## config.mk

```make
export PLATFORM = sky130hd
export DESIGN_NAME = portal_echo_user
export DESIGN_NICKNAME = d
export VERILOG_FILES = /design/src/rtl/portal_echo_user.sv
export SDC_FILE = /design/constraint.sdc
export NUM_CORES = 1
export LEC_CHECK = 0
export ABC_AREA = 1
export BUFFER_PORTS_ARGS = -buffer_cell sky130_fd_sc_hd__clkbuf_2
export CAP_MARGIN = 20
export CELL_PAD_IN_SITES_DETAIL_PLACEMENT = 1
export CELL_PAD_IN_SITES_GLOBAL_PLACEMENT = 1
export CORE_ASPECT_RATIO = 0.6
export CORE_MARGIN = 5
export CORE_UTILIZATION = 33
export CTS_CLUSTER_DIAMETER = 80
export DETAILED_ROUTE_END_ITERATION = 6
export PLACE_DENSITY_LB_ADDON = 0.2
export SETUP_SLACK_MARGIN = 0.05
export SYNTH_ARGS = -nofsm -noshare
export SYNTH_HDL_FRONTEND = slang
export SYNTH_SLANG_ARGS = --single-unit
```

## constraint.sdc

```tcl
create_clock -name CLK -period 3.2 [get_ports CLK]
set_input_delay 0.32 -clock CLK [delete_from_list [all_inputs] [get_ports CLK]]
set_output_delay 0.32 -clock CLK [all_outputs]
set_load 0.01 [all_outputs]
```

## src/rtl/portal_echo_user.sv

```systemverilog
// ---------------------------------------------------------------------------
// portal_echo_user
//
// Purpose:
//   Loopback user endpoint that sits directly below the AXI portal top. It
//   collects one request message (a run of 32-bit words ended by 'last')
//   from the write-enqueue channel into a local buffer. It then returns the
//   message on the read-enqueue channel as an indication. The returned
//   header word carries the truncation flag in bit 31 and the stored length
//   in bits 15:0. Payload words are echoed back unchanged.
//
//   Fill and drain never overlap. While a message is being returned, the
//   request channel is held off.
//
// Configuration macro:
//   PORTAL_ECHO_BYTESWAP_EN - when defined, payload words (not the header)
//                             are returned byte-reversed.
//
// Parameters:
//   DEPTH - buffer depth in 32-bit words, header included (power of two)
//   AW    - buffer address width, log2(DEPTH)
//
// Ports:
//   CLK             in   clock, everything on the rising edge
//   RST             in   synchronous active-high reset
//   write_enq__ENA  in   request word valid
//   write_enq_v     in   request word
//   write_enq_last  in   final word of the request message
//   write_enq__RDY  out  block can accept a request word
//   read_enq__ENA   out  indication word valid
//   read_enq_v      out  indication word
//   read_enq_last   out  final word of the indication message
//   read_enq__RDY   in   portal can accept an indication word
//   msg_count       out  number of completed echoes, wraps at 16 bits
//   overflow        out  sticky, some message was truncated
// ---------------------------------------------------------------------------
module portal_echo_user #(
  parameter int DEPTH = 16,
  parameter int AW    = 4
) (
  input  logic        CLK,
  input  logic        RST,
  input  logic        write_enq__ENA,
  input  logic [31:0] write_enq_v,
  input  logic        write_enq_last,
  output logic        write_enq__RDY,
  output logic        read_enq__ENA,
  output logic [31:0] read_enq_v,
  output logic        read_enq_last,
  input  logic        read_enq__RDY,
  output logic [15:0] msg_count,
  output logic        overflow
);

  typedef enum logic {
    FILL  = 1'b0,
    DRAIN = 1'b1
  } state_t;

  localparam logic [AW:0] DepthW = (AW+1)'(DEPTH);
  localparam logic [AW:0] OneW   = (AW+1)'(1);

  state_t        state_q, state_d;
  logic [AW:0]   wrPtr_q, wrPtr_d;
  logic [AW:0]   rdPtr_q, rdPtr_d;
  logic [AW:0]   len_q, len_d;
  logic          trunc_q, trunc_d;
  logic          overflow_q, overflow_d;
  logic [15:0]   msgCount_q, msgCount_d;
  logic [31:0]   outWord_q, outWord_d;

  logic [31:0]   mem [DEPTH];
  logic          memWe;
  logic [AW-1:0] memWaddr;
  logic [AW-1:0] memRaddr;
  logic [31:0]   memRdata;
  logic [31:0]   hdrSrc;
  logic          lastWord;

  // Payload transform applied to words 1..len-1 on their way out. The
  // header never passes through here.
  function automatic logic [31:0] payloadXform(input logic [31:0] w);
`ifdef PORTAL_ECHO_BYTESWAP_EN
    return {w[7:0], w[15:8], w[23:16], w[31:24]};
`else
    return w;
`endif
  endfunction

  // The output word is a register. It is loaded one cycle ahead of when
  // it is presented. During FILL, the read address is parked on word 0 so
  // that the header can be built on the cycle that accepts 'last'. During
  // DRAIN, the read address looks one word ahead of rdPtr, so the next
  // payload word is ready the moment the current one is taken.
  assign memRaddr = (state_q == DRAIN) ? (rdPtr_q[AW-1:0] + AW'(1)) : '0;
  assign memRdata = mem[memRaddr];
  assign memWaddr = wrPtr_q[AW-1:0];

  // For a one-word message, word 0 is written on the same edge that the
  // header is built. In that case the header must come straight from the
  // input bus rather than from the buffer.
  assign hdrSrc   = (wrPtr_q == '0) ? write_enq_v : memRdata;

  assign lastWord = (rdPtr_q == (len_q - OneW));

  // Next-state logic for fill/drain sequencing, pointers, header
  // construction and the echo counter. Every target takes its hold value
  // first, and the state-specific branches override it.
  always_comb begin
    state_d    = state_q;
    wrPtr_d    = wrPtr_q;
    rdPtr_d    = rdPtr_q;
    len_d      = len_q;
    trunc_d    = trunc_q;
    overflow_d = overflow_q;
    msgCount_d = msgCount_q;
    outWord_d  = outWord_q;
    memWe      = 1'b0;

    case (state_q)
      FILL: begin
        if (write_enq__ENA) begin
          // Words beyond the buffer are dropped. Only the flags record
          // that they existed.
          if (wrPtr_q < DepthW) begin
            memWe   = 1'b1;
            wrPtr_d = wrPtr_q + OneW;
          end else begin
            trunc_d    = 1'b1;
            overflow_d = 1'b1;
          end
          if (write_enq_last) begin
            len_d     = (wrPtr_q < DepthW) ? (wrPtr_q + OneW) : DepthW;
            rdPtr_d   = '0;
            state_d   = DRAIN;
            outWord_d = {trunc_d, hdrSrc[30:16], 16'(len_d)};
          end
        end
      end

      DRAIN: begin
        if (read_enq__RDY) begin
          if (lastWord) begin
            state_d    = FILL;
            wrPtr_d    = '0;
            rdPtr_d    = '0;
            len_d      = '0;
            trunc_d    = 1'b0;
            msgCount_d = msgCount_q + 16'd1;
            outWord_d  = '0;
          end else begin
            rdPtr_d   = rdPtr_q + OneW;
            outWord_d = payloadXform(memRdata);
          end
        end
      end

      default: state_d = FILL;
    endcase
  end

  // Control and datapath registers. A reset abandons any message in flight
  // and clears the sticky overflow flag.
  always_ff @(posedge CLK) begin
    if (RST) begin
      state_q    <= FILL;
      wrPtr_q    <= '0;
      rdPtr_q    <= '0;
      len_q      <= '0;
      trunc_q    <= 1'b0;
      overflow_q <= 1'b0;
      msgCount_q <= '0;
      outWord_q  <= '0;
    end else begin
      state_q    <= state_d;
      wrPtr_q    <= wrPtr_d;
      rdPtr_q    <= rdPtr_d;
      len_q      <= len_d;
      trunc_q    <= trunc_d;
      overflow_q <= overflow_d;
      msgCount_q <= msgCount_d;
      outWord_q  <= outWord_d;
    end
  end

  // Message buffer storage. It has no reset because the pointers define
  // what is valid.
  always_ff @(posedge CLK) begin
    if (memWe) begin
      mem[memWaddr] <= write_enq_v;
    end
  end

  // Both handshake strobes come from the state register only. This keeps
  // them free of any combinational path from the opposite ready signal.
  assign write_enq__RDY = (state_q == FILL);
  assign read_enq__ENA  = (state_q == DRAIN);
  assign read_enq_v     = outWord_q;
  assign read_enq_last  = (state_q == DRAIN) && lastWord;
  assign msg_count      = msgCount_q;
  assign overflow       = overflow_q;

endmodule

```

==> results.sh <==
export IMPL_layout_nets=2266
export IMPL_synth_area_top_cells="edfxtp_1 (65%), nand2_1 (7.3%), nand3_1 (6.3%), dfxtp_1 (5.5%), nor2_1 (2.9%)"
export IMPL_drc_errors=0
export IMPL_die_y_um=218
export IMPL_crit_arrival_ns=3.00
export IMPL_min_period_ns=2.68
export IMPL_rrSetupSlack_ns=0.52
export IMPL_ys_ff_latch=578
export IMPL_clkSinkCount=578
export IMPL_grt_overflow=0
export IMPL_cts_root_buf="clkbuf_16"
export IMPL_crit_type="flip-flop to flip-flop"
export IMPL_finalSetupViolCount=0
export IMPL_synth_ff_type="edfxtp_1"
export IMPL_die_w_um=357
export IMPL_avgSynthCellArea_um2=11.1
export IMPL_fmax_ghz=0.373
export IMPL_vias=16700
export IMPL_cts_hold_fix_buffers=0
export IMPL_routedWlPerCell_um=24.0
export IMPL_layout_commonest_cell="edfxtp_1"
export IMPL_first_iter_violations=1744
export IMPL_synth_edf_count=512
export IMPL_wl_met3_um=5020
export IMPL_r2r_end="mem[6][0]"
export IMPL_drive_gt1_share_pct=12.3
export IMPL_ir_drop_mv=0.378
export IMPL_synthDistinctLibCells=35
export IMPL_tns_ns=0
export IMPL_highest_layer="met5"
export IMPL_async_flop_share_pct=0
export IMPL_cts_path_max_buffers=3
export IMPL_p_leak_nw=10.1
export IMPL_maxCapViolations=0
export IMPL_layout_common_cells="edfxtp_1 (512), nand2_1 (460), nand3_1 (297)"
export IMPL_min_to="read_enq__ENA"
export IMPL_antenna_found_initial=11
export IMPL_via_per_inst=5.14
export IMPL_worstSetupStartpoint="read_enq__ENA"
export IMPL_cts_resized=0
export IMPL_finalClockSkew_ns=0.0137
export IMPL_core_area_um2=71600
export IMPL_placementRows=76
export IMPL_rsz0062_at_grt="no"
export IMPL_final_util_pct=38.6
export IMPL_ff2ff_path_depth=6
export IMPL_hold_ws_ns=0.0526
export IMPL_fill_cells=7735
export IMPL_ant_nets=0
export IMPL_finalCritPeriodShare_pct=83.7
export IMPL_dr_wl_met2_um=31400
export IMPL_dr_pass1_iters=5
export IMPL_insertion_delay_ns=0.62
export IMPL_die_area_um2=77800
export IMPL_syn_inst=2137
export IMPL_hold_violations=0
export IMPL_yosysTopAreaCell="edfxtp_1"
export IMPL_clk_pin_slew_ns=0.06
export IMPL_grt_start_max_net_pins=126
export IMPL_synth_nets=2182
export IMPL_cts_max_level=2
export IMPL_slew_viol_final=0
export IMPL_start_kind="flip-flop"
export IMPL_cp_data_required_time_ns=3.52
export IMPL_wl_um=77900
export IMPL_yosys_area_top_type_share_pct=64.5
export IMPL_numCtsBuffers=57
export IMPL_grt_pass1_vias=16800
export IMPL_hp_class="input pin to flip-flop"
export IMPL_portBuffers=88
export IMPL_regToRegStartpoint="read_enq__ENA"
export IMPL_grt_use_total_pct=19.8
export IMPL_dp_hpwl_um=46000
export IMPL_synth_seq_area_share_pct=70.1
export IMPL_ios=89
export IMPL_critPathMaxFanout=12
export IMPL_netlist_area_um2=23800
export IMPL_yosysWarnings=0
export IMPL_min_delay_start="write_enq_last"
export IMPL_slew_headroom_pct=31.4
export IMPL_cts_setup_buffers=0
export IMPL_status="completed"
export IMPL_grt_pass1_wl_um=115000
export IMPL_tightest_slew_ns=1.03
export IMPL_critPathCaptureType="flip-flop"
export IMPL_worstHoldPathCells=3
export IMPL_wl_met1_um=40200
export IMPL_powerDensity_nw_per_um2=616
export IMPL_cts_tree="built"
export IMPL_areaGrowthSynthToFinish_pct=16.0
export IMPL_initial_core_util_pct=33.3
export IMPL_place_congestion=0.780
-- per-stage QoR --
stage | instance area [µm²] | setup WS [ns] | total power, mW | instances
2_1_floorplan | 23800 | -0.352 | 9.40 | 2137
5_1_grt | 27600 | 0.419 | 17.7 | 3243
4_1_cts | 27600 | 0.523 | 17.2 | 3243
6_report | 27600 | 0.521 | 17.0 | 3245
3_3_place_gp | 25700 | 0.586 | 10.0 | 3137
3_5_place_dp | 25700 | 0.540 | 10.1 | 3137
-- power breakdown --
part           switching (mW)  internal (mW)
registers               0.103           8.36
clock network            2.94           4.17
logic                    1.07          0.379
total                    4.12           12.9
-- sequential cells by signal, summed over array words and instances, names as in the netlist --
name	flops
trunc_q	1
rdPtr_q	5
read_enq__ENA	1
mem	512
len_q	5
read_enq_v	32
wrPtr_q	5
overflow	1
msg_count	16
-- synth_stat cells, drive strengths merged, types with 4 or more instances --
cell type	n
a21oi	130
buf	88
clkbuf	40
dfxtp	66
edfxtp	512
ha	8
inv	119
nand2	466
nand3	298
nand4	4
nor2	189
nor3	13
o211ai	43
o21ai	133
xnor2	7
xor2	9
-- worst max-delay path by stage --
stage               slack (ns)          to  cells past startpoint
floorplan                -0.35   mem[3][0]                      5
global placement          0.59  mem[6][31]                      6
detailed placement        0.54  mem[6][16]                      6
CTS                       0.52   mem[6][0]                      6
global route              0.42   mem[6][0]                      6
finish                    0.52   mem[6][0]                      6
-- routing by layer --
| layer | vias to the layer above | GRT usage (%) |
|---|---|---|
| li1 | 7643 | - |
| met1 | 8471 | 32.0 |
| met2 | 464 | 27.8 |
| met3 | 93 | 3.30 |
| met4 | 2 | 3.74 |
| met5 | - | 0 |
-- area by class of cell --
class	instances	area, µm²	area share [%]
Sequential cell	578	16700	60.4
Multi-Input combinational cell	1311	6190	22.4
Clock buffer	79	1580	5.72
Tap cell	975	1220	4.42
Timing Repair Buffer	153	1100	4.00
Inverter	120	453	1.64
Clock inverter	27	372	1.35
Antenna cell	2	5.00	0.0181
-- worst max-delay path, cell delays in order, from the launching register on --
cell and delay, ns:
dfxtp_1 0.32, inv_2 0.24, nand2_1 0.14, nor2_1 0.39, nand2_1 0.38, nor2_4 0.64
buf_12 0.25
-- logic make-up (layout without fill, tap and decap cells) --
family                   Yosys count  after routing  synth area share, %
XOR/XNOR                          16             16                0.588
AO/OA/AOI/OAI                    313            313                 7.08
adder cells (fa/ha/maj)            8              8                0.420
other                              0              2                    0
buffers and inverters            248            379                 4.52
AND/OR/NAND/NOR                  974            974                 17.3
flip-flops                       578            578                 70.1
Power figures use the tool's default switching activity.
